File: src/rtl/alu_arbiter.sv
// -----------------------------------------------------------------------------
// alu_arbiter
//
// Shares one single-cycle combinational ALU between NUM_REQ requesters.
// A round-robin arbiter picks one valid request in IDLE. Its opcode and
// operands are latched and presented to the ALU during EXEC. The ALU result
// is captured into rsp_data and held in RESP until the owning requester
// accepts it. Only one transaction is in flight at a time.
//
// Ports
//   clk, rst_n   : clock and synchronous active-low reset
//   req_valid    : per-requester request valid
//   req_ready    : per-requester accept (one-hot or zero, IDLE only)
//   req_op       : packed opcodes, requester i uses [4i+3:4i]
//   req_a, req_b : packed operands, requester i uses [32i+31:32i]
//   alu_rs1/rs2  : latched operands to the ALU
//   alu_op       : latched opcode to the ALU
//   alu_result   : combinational result from the ALU
//   rsp_valid    : per-requester response valid (one-hot or zero)
//   rsp_ready    : per-requester response accept (only the owner's bit counts)
//   rsp_data     : registered ALU result, shared by all requesters
//   busy         : high whenever a transaction is in flight
//   grant_id     : index of the current or most recent owner
// -----------------------------------------------------------------------------
module alu_arbiter #(
  parameter int NUM_REQ = 2,
  parameter int IDW     = 2
) (
  input  logic                    clk,
  input  logic                    rst_n,
  input  logic [NUM_REQ-1:0]      req_valid,
  output logic [NUM_REQ-1:0]      req_ready,
  input  logic [NUM_REQ*4-1:0]    req_op,
  input  logic [NUM_REQ*32-1:0]   req_a,
  input  logic [NUM_REQ*32-1:0]   req_b,
  output logic [31:0]             alu_rs1,
  output logic [31:0]             alu_rs2,
  output logic [3:0]              alu_op,
  input  logic [31:0]             alu_result,
  output logic [NUM_REQ-1:0]      rsp_valid,
  input  logic [NUM_REQ-1:0]      rsp_ready,
  output logic [31:0]             rsp_data,
  output logic                    busy,
  output logic [IDW-1:0]          grant_id
);

  localparam int PW = $clog2(NUM_REQ);

  typedef enum logic [1:0] {
    IDLE = 2'd0,
    EXEC = 2'd1,
    RESP = 2'd2
  } state_t;

  state_t          state, state_nxt;
  logic [PW-1:0]   rr_ptr;
  logic [PW-1:0]   owner;
  logic [PW-1:0]   win;
  logic            found;
  logic [31:0]     a_q, b_q;
  logic [3:0]      op_q;

  // Unpacked views of the request payloads, indexed by requester.
  logic [3:0]      op_arr [NUM_REQ];
  logic [31:0]     a_arr  [NUM_REQ];
  logic [31:0]     b_arr  [NUM_REQ];

  for (genvar g = 0; g < NUM_REQ; g++) begin : g_unpack
    assign op_arr[g] = req_op[4*g +: 4];
    assign a_arr[g]  = req_a[32*g +: 32];
    assign b_arr[g]  = req_b[32*g +: 32];
  end

  // Round-robin pick: scan rr_ptr, rr_ptr+1, ... and keep the first valid one.
  always_comb begin
    logic [PW-1:0] idx;
    // NOTE: every combinational output gets a default before any branch so
    // no path leaves it unassigned, which would otherwise infer a latch.
    found = 1'b0;
    win   = '0;
    idx   = '0;
    for (int k = 0; k < NUM_REQ; k++) begin
      idx = PW'((int'(rr_ptr) + k) % NUM_REQ);
      if (!found && req_valid[idx]) begin
        found = 1'b1;
        win   = idx;
      end
    end
  end

  always_comb begin
    state_nxt = state;
    case (state)
      IDLE:    if (found) state_nxt = EXEC;
      EXEC:    state_nxt = RESP;
      RESP:    if (rsp_ready[owner]) state_nxt = IDLE;
      default: state_nxt = IDLE;
    endcase
  end

  always_comb begin
    req_ready = '0;
    rsp_valid = '0;
    if (state == IDLE && found) req_ready[win]   = 1'b1;
    if (state == RESP)          rsp_valid[owner] = 1'b1;
  end

  always_ff @(posedge clk) begin
    if (!rst_n) begin
      // NOTE: the operand/opcode registers are reset as well as the control
      // state so the ALU never sees stale data after a reset mid-transaction.
      state    <= IDLE;
      rr_ptr   <= '0;
      owner    <= '0;
      a_q      <= '0;
      b_q      <= '0;
      op_q     <= '0;
      rsp_data <= '0;
    end else begin
      // NOTE: non-blocking assignments so every register samples the
      // pre-edge values, independent of statement order.
      state <= state_nxt;
      if (state == IDLE && found) begin
        a_q    <= a_arr[win];
        b_q    <= b_arr[win];
        op_q   <= op_arr[win];
        owner  <= win;
        // The pointer moves past the winner only when a grant happens.
        rr_ptr <= (win == PW'(NUM_REQ - 1)) ? '0 : win + 1'b1;
      end
      if (state == EXEC) rsp_data <= alu_result;
    end
  end

  // ALU inputs come straight from the latches so they stay stable outside EXEC.
  assign alu_rs1  = a_q;
  assign alu_rs2  = b_q;
  assign alu_op   = op_q;
  assign busy     = (state != IDLE);
  assign grant_id = IDW'(owner);

endmodule

File: config.mk
export PLATFORM = sky130hd
export DESIGN_NAME = alu_arbiter
export DESIGN_NICKNAME = d
export VERILOG_FILES = /design/src/rtl/alu_arbiter.sv
export SDC_FILE = /design/constraint.sdc
export NUM_CORES = 1
export LEC_CHECK = 0
export ABC_CLOCK_PERIOD_IN_PS = 3000
export BUFFER_PORTS_ARGS = -buffer_cell sky130_fd_sc_hd__buf_2
export CELL_PAD_IN_SITES_DETAIL_PLACEMENT = 0
export CELL_PAD_IN_SITES_GLOBAL_PLACEMENT = 2
export CORE_MARGIN = 3
export CORE_UTILIZATION = 23
export DETAILED_ROUTE_END_ITERATION = 12
export GPL_TIMING_DRIVEN = 0
export MAX_ROUTING_LAYER = met4
export PLACE_DENSITY = 0.95
export SETUP_SLACK_MARGIN = 0.05
export SYNTH_ARGS = -nofsm -noshare
export SYNTH_HDL_FRONTEND = slang
export SYNTH_SLANG_ARGS = --single-unit
File: constraint.sdc
create_clock -name clk -period 3 [get_ports clk]
set_clock_uncertainty 0.15 [all_clocks]
set_input_delay 0.3 -clock clk [delete_from_list [all_inputs] [get_ports clk]]
set_output_delay 0.3 -clock clk [all_outputs]
set_load 0.05 [all_outputs]
### Word level (Yosys, flattened, before mapping)

Cells that the tools add are included.

| operators by class | value |
|---|---|
| order comparisons | 7 |
| bitwise operators | 1 |
| add/subtract/negate cells | 2 |
| mux-type cells | 29 |
| eq/ne operators | 4 |
| reductions and logical operators | 8 |

Operators by type and width:

| kind | count |
|---|---|
| $mux W32 | 6 |
| $mux W1 | 13 |
| $mux W4 | 3 |
| $lt A1 B2 Y1 const B | 4 |
| $mux W2 | 4 |
| $pmux W2 S3 | 1 |
| $logic_and A1 B1 Y1 | 4 |
| $ne A2 B2 Y1 const B | 2 |
| $add A1 B1 Y1 const B | 2 |
| $demux W1 S1 | 2 |
| $eq A2 B1 Y1 const B | 1 |
| $eq A2 B2 Y1 const B | 1 |
| $ge A1 B1 Y1 const B | 2 |
| $ge A2 B2 Y1 const B | 1 |
| $logic_not A2 Y1 | 1 |
| $not A1 Y2 | 1 |
| $reduce_and A2 Y1 | 1 |
| $reduce_bool A2 Y1 | 1 |
| $logic_not A1 Y1 | 1 |

| storage, ports and cells | value |
|---|---|
| input bits | 174 |
| logic and storage cells | 58 |
| output and inout bits | 107 |
| register bits after elaboration | 104 |

### Longest topological paths before layout

Gate-level depths: netlist of run 1.

| depth | value |
|---|---|
| word-level depth | 11 |
| depth in mapped cells | 6 |
| gate-level depth less buffers | 3 |

### Worst setup path after synthesis of run 1

No wires, ideal clock.

| path | value |
|---|---|
| path kind | flip-flop to output port |
| start | register state[0] |
| end | output rsp_valid[0] |
| stages on the path, launching flop included | 3 |
| setup slack | 0.962 ns |
| arrival | 1.588 ns |
| buffers on the path | 1 |
| required time | 2.550 ns |
| path through | dfxtp_1 > buf_2 > nor3b_1 |

| on the way | value |
|---|---|
| longest elaborated chain between the ends | 2 |

RTL lines:

| what | RTL line | text |
|---|---|---|
| from (decl) | 55 | `state_t state, state_nxt;` |
| from (signal assigned) | 122 | `state <= state_nxt;` |
| $eq A2 B2 Y1 | 105 | `if (state == RESP) rsp_valid[owner] = 1'b1;` |
| $mux W2 | 105 |  |
| to (decl) | 40 | `output logic [NUM_REQ-1:0] rsp_valid,` |

Every way passes these cells.

### Worst setup path after layout of run 1

| path | value |
|---|---|
| start | register state[0] |
| end | output req_ready[0] |

| on the way | value |
|---|---|
| longest elaborated chain between the ends | 3 |

RTL lines:

| what | RTL line | text |
|---|---|---|
| $logic_not A2 Y1 | 104 | `if (state == IDLE && found) req_ready[win] = 1'b1;` |
| $logic_and A1 B1 Y1 | 104 |  |
| $mux W2 | 104 |  |
| to (decl) | 32 | `output logic [NUM_REQ-1:0] req_ready,` |

Every way passes these cells.

==> results_dict.tcl, run 1 <==
set metrics [dict create \
    multi_input_area_um2 1990 \
    ir_drop_uv 262 \
    critPathKind "reg -> out" \
    cts_resized 0 \
    cts_hold_buf 0 \
    routed_wl_um 19000 \
    core_area_um2 18800 \
    fillers 2033 \
    clock-sinks 104 \
    synth-adder-area-share_pct 0 \
    yosys-top-cells-count "nand3_1 (136), dfxtp_1 (104), o21ai_1 (69)" \
    synth_top_family_by_area "simple AND/OR/NAND/NOR gates" \
    crit_arrival_ns 2.15 \
    place_hpwl_um 14300 \
    cts-root-buf "clkbuf_16" \
    drt_pass1_iterations 5 \
    syn_inst 562 \
    grt_pass1_wl_um 27700 \
    slew_headroom_pct 52.7 \
    synth_mux_area_share_pct 0.226 \
    post-route-min-period_ns 2.60 \
    slew_viol_final 0 \
    io_pins 281 \
    core.rowCount 50 \
    port_buffers 279 \
    nNetsFinal 1026 \
    postRouteAntennaNets 0 \
    drt-initial-drc-count 224 \
    fin_util_pct 34.3 \
    die-area_um2 21000 \
    ys_seq_elements 104 \
    synth-main-ff-cell "dfxtp_1" \
    hold_ws_ns 0.0264 \
    chipHeight_um 145 \
    synthesis.area_um2 4430 \
    vias_per_cell 4.71 \
    power.density_nw_per_um2 618 \
    clk_pin_slew_ns 0.08 \
    ys_async_sr_fraction_pct 0 \
    clk_latency_ns 0.35 \
    vias 5262 \
    worstHoldPathType "in -> reg" \
    tightest_slew_ns 0.706 \
    yosysMostFrequentCell "nand3_1" \
    synth_edf_count 0 \
    setup_viol 0 \
    hold_viol 0 \
    cts-buffers-inserted 9 \
    seqCellArea_um2 2080 \
    cts_setup_buffers 0 \
    status "finished, final reports clean" \
    synth_nets 736 \
    p_leak_nw 2.88 \
    synth_area_leader_cell "dfxtp_1" \
    grt-ovfl-total 0 \
    synthToLayoutAreaGrowth_pct 45.5 \
    ys_seq_area_share_pct 47.0 \
    synth_xor_area_share_pct 0 \
    clock.fmax_mhz 385 \
    gp_congestion 0.808 \
    drive_gt1_share_pct 39.3 \
    antenna_found_initial 1 \
    dpl_cell_area_um2 6160 \
    synth.avg_cell_area_um2 7.89 \
    worstPathMaxFanout 10 \
    worst_setup_path_start_kind "flop" \
    synth_top_area_share_pct 47.0 \
    grt_use_total_pct 17.5 \
    ys_types 27 \
    h-tree-depth 3 \
    final_area_um2 6450 \
    synth_simple_gate_area_share_pct 23.2 \
    rsz0062_at_grt "false" \
    grt_max_degree 18 \
    die_w_um 145 \
    maxCapViolCount 0 \
    clock_path_buffers 2 \
    period_share_pct 86.7 \
    end_kind "output pin" \
    grt_pass1_vias 5008 \
    wl_per_cell_um 17.0 \
    drc_errors 0 \
    synth-warning-count 0 \
    fin_tns_setup_ns 0 \
    cts_tree "done" \
    synth_area_leaders "dfxtp_1 (47%), nand3_1 (15%), a31oi_1 (9.6%)" \
    start_util_pct 23.5 \
    worstPathRequired_ns 2.55 \
    synth_compound_area_share_pct 21.4 \
]
==> kinds of logic after synthesis <==
family          Yosys count
flops                   104
other cells               1
compound gates          172
mux                       1
simple gates            215
buf+inv                  69
==> cells in the final DEF (no fill, tap or decap), drive strengths merged, types with 2 or more instances in the layout <==
cell type	count
inv	4
o21ai	69
clkbuf	36
buf	319
nor3b	3
a21oi	34
a31oi	68
nand2b	2
nand3	136
dfxtp	104
clkinvlp	2
nor2	2
nand2	66
==> where the power goes <==
group	switching, mW	internal [mW]
registers	0.0601	1.50
logic	0.873	0.337
clock network	0.567	0.648
==> layout make-up <==
type,instances,share of cell area [%]
diodes,1,0.0388
plain buffers,67,5.51
clock buffers,9,3.49
clock inverters,6,1.05
inverters,2,0.116
multi-input cells,389,30.8
flip-flops and latches,104,32.3
well taps,260,5.04
repair buffers,279,21.6
==> layer usage <==
layer	wire (µm)	global-route usage [%]
met3	1560	4.86
met2	9150	28.8
met1	7990	21.2
met4	287	4.66
met5	0	-
==> worst max-delay path: stages (launching register included) <==
cell,delay (ns)
dfxtp_1,0.30
buf_2,0.18
nor3b_2,0.58
buf_2,0.33
and2_1,0.15
buf_2,0.25
==> sequential cells by signal, summed over array words and instances (netlist names) <==
register  flops
alu_op        4
rsp_data     32
alu_rs1      32
owner         1
state         2
alu_rs2      32
rr_ptr        1
==> per-stage QoR <==
| step | setup slack, ns | total power, mW | cells |
|---|---|---|---|
| 2_1_floorplan | 0.962 | 2.41 | 562 |
| 3_3_place_gp | 0.679 | 2.81 | 1101 |
| 3_5_place_dp | 0.743 | 2.81 | 1101 |
| 4_1_cts | 0.342 | 4.04 | 1116 |
| 5_1_grt | 0.250 | 4.17 | 1117 |
| 6_report | 0.399 | 3.99 | 1117 |
==> worst paths after layout <==
| kind | from | endpoint | slack (ns) | depth (start not counted) |
|---|---|---|---|---|
| worst max-delay path | state[0] | req_ready[0] | 0.40 | 5 |
| worst min-delay path | alu_result[11] | rsp_data[11] | 0.03 | 3 |
| worst max register to register | state[0] | alu_rs2[21] | 1.08 | 5 |
| worst min register to register | rsp_data[30] | rsp_data[30] | 0.30 | 2 |
(Power assumes the default switching activity.)
==> run 2, diff against run 1 <==
--- a/config.mk
+++ b/config.mk
@@ -15,7 +15,7 @@
 export GPL_TIMING_DRIVEN = 0
 export MAX_ROUTING_LAYER = met4
 export PLACE_DENSITY = 0.95
-export SETUP_SLACK_MARGIN = 0.05
+export SETUP_SLACK_MARGIN = 0.5
 export SYNTH_ARGS = -nofsm -noshare
 export SYNTH_HDL_FRONTEND = slang
 export SYNTH_SLANG_ARGS = --single-unit
==> constraint.sdc (replaced) <==
create_clock -name clk -period 3 [get_ports clk]
set_clock_uncertainty 0.15 [all_clocks]
set_input_delay 0.3 -clock clk [delete_from_list [all_inputs] [get_ports clk]]
set_output_delay 0.3 -clock clk [all_outputs]
set_load 0.02 [all_outputs]
==> run 2 against run 1 <==
Global-route usage unchanged; total power decreased by 6.9%; highest routed layer unchanged; sequential share of layout area decreased by 0.12 points; clock power about the same; cell count increased by 0.18%; routed wire length decreased by 0.29%; core utilization increased by 0.13 points; combinational power decreased by 23%; flip-flop and latch count unchanged; non-clock buffer count increased by 2.
==> results_dict.tcl, run 2 (synthesized netlist as in run 1, its figures left out) <==
set metrics [dict create \
    fin_tns_setup_ns 0 \
    drive_gt1_share_pct 39.5 \
    critPathKind "reg -> out" \
    setup_viol 0 \
    gp_congestion 0.808 \
    core_area_um2 18800 \
    hold_ws_ns 0.0267 \
    power.density_nw_per_um2 573 \
    slowest_stage "nor3b_4" \
    cts-root-buf "clkbuf_16" \
    p_leak_nw 2.89 \
    dpl.cell_count 1101 \
    slew_viol_final 0 \
    cts-buffers-inserted 9 \
    final_area_um2 6480 \
    sw_frac_of_total_pct 32.9 \
    grt_pass1_wl_um 27700 \
    port_buffers 279 \
    grt-ovfl-total 0 \
    layout_common_cells "buf_2 (307), nand3_1 (136), dfxtp_1 (104)" \
    clock_power_share_pct 32.7 \
    post-route-min-period_ns 2.31 \
    drt-initial-drc-count 214 \
    fin_util_pct 34.4 \
    worstPathRequired_ns 2.55 \
    grt_max_degree 18 \
    path_common_cell "buf_2" \
    chipHeight_um 145 \
    grt_pass1_vias 5008 \
    clock_path_buffers 2 \
    end_kind "output pin" \
    die-area_um2 21000 \
    cts_tree "done" \
    dpl_cell_area_um2 6160 \
    cp_top_family "buffers and inverters" \
    clk_latency_ns 0.35 \
    internal_power_mw 2.49 \
    worst_slack_ns 0.686 \
    power_mw 3.71 \
    start_util_pct 23.5 \
    status "finished, final reports clean" \
    worstHoldPathType "in -> reg" \
    drt_pass1_iterations 5 \
    core.rowCount 50 \
    ir_drop_uv 260 \
    nNetsFinal 1028 \
    crit_arrival_ns 1.86 \
    drc_errors 0 \
    clock.fmax_mhz 432 \
    postRouteAntennaNets 0 \
    ff2ff_setup_slack_ns 1.26 \
    final_cells 1119 \
    hold_viol 0 \
    p_comb_share_pct 25.2 \
    place_hpwl_um 14300 \
    cp_num_buf_inv 3 \
    rsz0062_at_grt "false" \
    routed_wl_um 18900 \
    worst_setup_path_start_kind "flop" \
    seqPwrFrac_pct 42.1 \
    slew_headroom_pct 54.0 \
    vias 5279 \
    clk_pin_slew_ns 0.08 \
    synthToLayoutAreaGrowth_pct 46.0 \
    maxCapViolCount 0 \
    grt_use_total_pct 17.5 \
    tightest_slew_ns 0.687 \
    clock-sinks 104 \
    layout_commonest_cell "buf_2" \
    h-tree-depth 3 \
    power_switching_mw 1.22 \
    period_share_pct 77.1 \
    antenna_found_initial 1 \
    place_ws_ns 0.842 \
    cts_hold_buf 0 \
    worstPathMaxFanout 10 \
    vias_per_cell 4.72 \
    crit_chain "buf_2 -> nor3b_4 -> buf_2 -> and2_1 -> buf_2" \
    die_w_um 145 \
    wl_per_cell_um 16.9 \
    max_stage_delay_ns 0.43 \
    io_pins 281 \
]
[run 2: cell count changes in the layout (fill, tap and decap cells not counted)]
cell | before | now
buf_2 | 308 | 307
buf_4 | 2 | 4
clkbuf_4 | 0 | 1
nor3b_2 | 1 | 0
buf_1 | 1 | 0
nor3b_4 | 1 | 2
clkbuf_2 | 0 | 1
[run 2: worst register-to-register path: cells and delay by family (launching register included)]
family	cells	cell delay, ns
compound gates	1	0.20
flops	1	0.30
simple gates	2	0.50
buf+inv	2	0.51
[run 2: final timing paths]
kind,startpoint,end,cells after the start
hold reg to reg,rsp_data[30],rsp_data[30],2
setup reg to reg,state[0],rr_ptr,5
setup / recovery,state[0],req_ready[0],5
hold / removal,alu_result[11],rsp_data[11],3
[run 2: power by group through the flow]
stage / logic (mW) / clock network [mW] / registers (mW)
2_1_floorplan: 0.401 / 0 / 1.73
3_3_place_gp: 0.943 / 0 / 1.59
3_5_place_dp: 0.941 / 0 / 1.59
4_1_cts: 0.945 / 1.26 / 1.56
5_1_grt: 1.03 / 1.29 / 1.58
6_report: 0.937 / 1.21 / 1.56
[run 2: final cells by class]
type,count,area [µm²]
timing repair buffer,281,1410
tap,260,325
multi-input combinational,389,2000
clock inverter,6,67.6
buffer,67,359
inverter,2,7.51
antenna,1,2.50
fill,2034,12400
sequential,104,2080
clock buffer,9,225
[run 2: timing repair]
action	CTS	global route
setup buffers	0	2
endpoints found under the setup margin	1	2
pin swaps	0	1
endpoints found under the hold margin	0	0
gates resized for setup	1	2
[run 2: per-layer routing]
metal	GRT usage, %	share of wire (%)	vias up
met5	-	0	-
met1	21.2	42	2431
li1	-	-	2607
met2	28.8	48	222
met3	4.86	8.8	19
met4	4.66	1.5	0
==> run 3, diff against run 2 <==
--- a/config.mk
+++ b/config.mk
@@ -5,16 +5,17 @@
 export SDC_FILE = /design/constraint.sdc
 export NUM_CORES = 1
 export LEC_CHECK = 0
-export ABC_CLOCK_PERIOD_IN_PS = 3000
+export ABC_AREA = 1
+export ABC_CLOCK_PERIOD_IN_PS = 2200
 export BUFFER_PORTS_ARGS = -buffer_cell sky130_fd_sc_hd__buf_2
 export CELL_PAD_IN_SITES_DETAIL_PLACEMENT = 0
 export CELL_PAD_IN_SITES_GLOBAL_PLACEMENT = 2
 export CORE_MARGIN = 3
-export CORE_UTILIZATION = 23
+export CORE_UTILIZATION = 21
 export DETAILED_ROUTE_END_ITERATION = 12
 export GPL_TIMING_DRIVEN = 0
 export MAX_ROUTING_LAYER = met4
-export PLACE_DENSITY = 0.95
+export PLACE_DENSITY = 0.89
 export SETUP_SLACK_MARGIN = 0.5
 export SYNTH_ARGS = -nofsm -noshare
 export SYNTH_HDL_FRONTEND = slang
==> constraint.sdc (replaced) <==
create_clock -name clk -period 2.2 [get_ports clk]
set_clock_uncertainty 0.15 [all_clocks]
set_input_delay 0.22 -clock clk [delete_from_list [all_inputs] [get_ports clk]]
set_output_delay 0.22 -clock clk [all_outputs]
set_load 0.02 [all_outputs]
==> run 3 against run 2 <==
Non-clock buffer count increased by 33; sequential share of layout area decreased by 4.0 points; global-route usage decreased by 1.2 points; hold slack got worse by 0.020 ns; setup slack got worse by 0.23 ns; synthesized cell count increased by 25%; final area increased by 14%; via count increased by 10%; die area increased by 18%; highest routed layer unchanged.
==> results_dict.tcl, run 3 <==
set metrics [dict create \
    cp_num_buf_inv 5 \
    layout_common_cells "buf_2 (286), nand2_1 (141), nand3_1 (137)" \
    clock.fmax_mhz 574 \
    clk_pin_slew_ns 0.08 \
    worstPathRequired_ns 1.83 \
    cts_tree "done" \
    place_ws_ns 0.0945 \
    ys_seq_area_share_pct 43.4 \
    grt_pass1_wl_um 30400 \
    drt_pass1_iterations 4 \
    gp_congestion 0.823 \
    grt-ovfl-total 0 \
    ys_types 18 \
    clk_latency_ns 0.36 \
    worstHoldPathType "in -> reg" \
    p_leak_nw 4.10 \
    critPathKind "reg -> out" \
    synth-main-ff-cell "dfxtp_1" \
    ir_drop_uv 380 \
    regToRegStartpoint "state[0]" \
    synth_edf_count 0 \
    nNetsFinal 1206 \
    cts-buffers-inserted 9 \
    period_share_pct 79.1 \
    synth-adder-area-share_pct 0 \
    fin_tns_setup_ns 0 \
    end_kind "output pin" \
    ys_seq_elements 104 \
    grt_use_total_pct 16.3 \
    antenna_found_initial 4 \
    maxCapViolCount 0 \
    die-area_um2 24700 \
    synthToLayoutAreaGrowth_pct 54.2 \
    place_hpwl_um 15300 \
    vias_per_cell 4.40 \
    synth_compound_area_share_pct 3.83 \
    drive_gt1_share_pct 34.9 \
    synth_top_area_share_pct 43.4 \
    synthesis.area_um2 4800 \
    rr_worst_depth 8 \
    max_stage_delay_ns 0.34 \
    synth_area_leader_cell "dfxtp_1" \
    clock_path_buffers 2 \
    final_area_um2 7400 \
    hold_ws_ns 0.00689 \
    crit_arrival_ns 1.37 \
    hold_viol 0 \
    routed_wl_um 20400 \
    power.density_nw_per_um2 750 \
    slowest_stage "dfxtp_2" \
    cts-root-buf "clkbuf_16" \
    min_to "rsp_data[11]" \
    cp_top_family "buffers and inverters" \
    chipHeight_um 157 \
    vias 5811 \
    synth_simple_gate_area_share_pct 40.5 \
    clock-sinks 104 \
    synth_top_family_by_area "simple AND/OR/NAND/NOR gates" \
    worst_setup_path_start_kind "flop" \
    synth_area_leaders "dfxtp_1 (43%), nand3_1 (14%), nand2_1 (11%)" \
    yosysMostFrequentCell "nand2_1" \
    syn_inst 702 \
    worstPathMaxFanout 4 \
    core.rowCount 54 \
    start_util_pct 21.7 \
    layout_commonest_cell "buf_2" \
    worst_slack_ns 0.459 \
    grt_pass1_vias 5618 \
    port_buffers 277 \
    slew_viol_final 0 \
    synth.avg_cell_area_um2 6.84 \
    fillers 2497 \
    synth_mux_area_share_pct 0 \
    tightest_slew_ns 0.641 \
    hp-start "alu_result[11]" \
    setup_viol 0 \
    synth_xor_area_share_pct 0 \
    status "finished, final reports clean" \
    yosys-top-cells-count "nand2_1 (144), nand3_1 (138), dfxtp_1 (104)" \
    die_w_um 157 \
    core_area_um2 22200 \
    drt-initial-drc-count 286 \
    drc_errors 0 \
    dpl_cell_area_um2 6540 \
    ys_async_sr_fraction_pct 0 \
    ff2ff_setup_slack_ns 0.56 \
    io_pins 281 \
    rsz0062_at_grt "true" \
    h-tree-depth 3 \
    crit_chain "inv_2 -> nand2_4 -> nand2_8 -> buf_8 -> buf_8 -> nand2_4 -> inv_2 -> buf_6" \
    synth-warning-count 0 \
    r2r-end "alu_rs1[2]" \
    postRouteAntennaNets 0 \
    crit_start "rr_ptr" \
    grt_max_degree 19 \
    min_path_cells 3 \
    wl_per_cell_um 15.5 \
    post-route-min-period_ns 1.74 \
    slew_headroom_pct 57.3 \
    synth_nets 876 \
]
==> run 3: changes by cell type in the layout (fill, tap and decap cells not counted), sizes merged, moves of 31 or more <==
| cell | previous run | this run |
|---|---|---|
| nand2 | 66 | 145 |
| inv | 4 | 79 |
| nor2 | 2 | 71 |
| a31oi | 68 | 0 |
| nand4 | 0 | 68 |
| o21ai | 69 | 33 |
| a21oi | 34 | 3 |
| dlygate4sd3 | 0 | 31 |
==> run 3: layer usage <==
layer,vias up,wire (µm),track usage [%]
met5,-,0,-
met4,0,235,4.21
li1,2969,-,-
met2,215,9650,26.7
met1,2610,8890,19.7
met3,17,1650,4.95
==> run 3: layout make-up <==
class | count | area [µm²] | area share (%)
inverters | 77 | 289 | 3.90
plain buffers | 62 | 390 | 5.27
diodes | 4 | 10.0 | 0.135
flip-flops and latches | 104 | 2090 | 28.2
clock inverters | 7 | 77.6 | 1.05
clock buffers | 9 | 225 | 3.04
well taps | 280 | 350 | 4.73
multi-input cells | 459 | 2180 | 29.4
repair buffers | 319 | 1800 | 24.3
==> run 3: metrics by stage <==
stage | cells | utilization, % | total power, mW
floorplan | 702 | - | 3.15
global placement | 1259 | 29.5 | 3.78
detailed placement | 1259 | 29.5 | 3.78
CTS | 1316 | 33.1 | 5.62
global route | 1321 | 33.4 | 5.90
finish | 1321 | 33.4 | 5.55
==> run 3: how the worst max path moves through the flow <==
stage	to	slack, ns	depth (start not counted)
5_1_grt	req_ready[0]	0.40	8
3_5_place_dp	req_ready[1]	0.09	7
6_report	req_ready[0]	0.46	8
2_1_floorplan	req_ready[0]	0.70	6
4_1_cts	req_ready[0]	0.41	8
3_3_place_gp	rsp_data[26]	0.14	4
==> run 3: cells by family after synthesis <==
group | count (synthesis)
other | 1
buffers and inverters | 139
DFF | 104
and+or+nand+nor | 422
AOI/OAI and AO/OA | 36
==> run 3: where the power goes <==
part,leakage [nW],switching (mW),internal (mW)
registers,0.859,0.102,2.08
logic,3.10,1.03,0.648
clock network,0.146,0.793,0.895
total,4.10,1.93,3.62
==> run 3: worst reg2reg max path, cell delays in order, from the launching register on <==
cell and delay (ns):
dfxtp_2 0.35, nor2_4 0.11, buf_4 0.21, buf_4 0.22, buf_4 0.21, nand4_1 0.13, nand3_1 0.11, nand2_1 0.05
inv_1 0.06
==> run 3: what timing repair did <==
action	CTS	global route
gates resized for setup	39	28
setup endpoints to repair	72	75
setup buffers	10	1
hold endpoints to repair	30	0
pin swaps	5	3
hold buffers	31	0
cloned	0	0
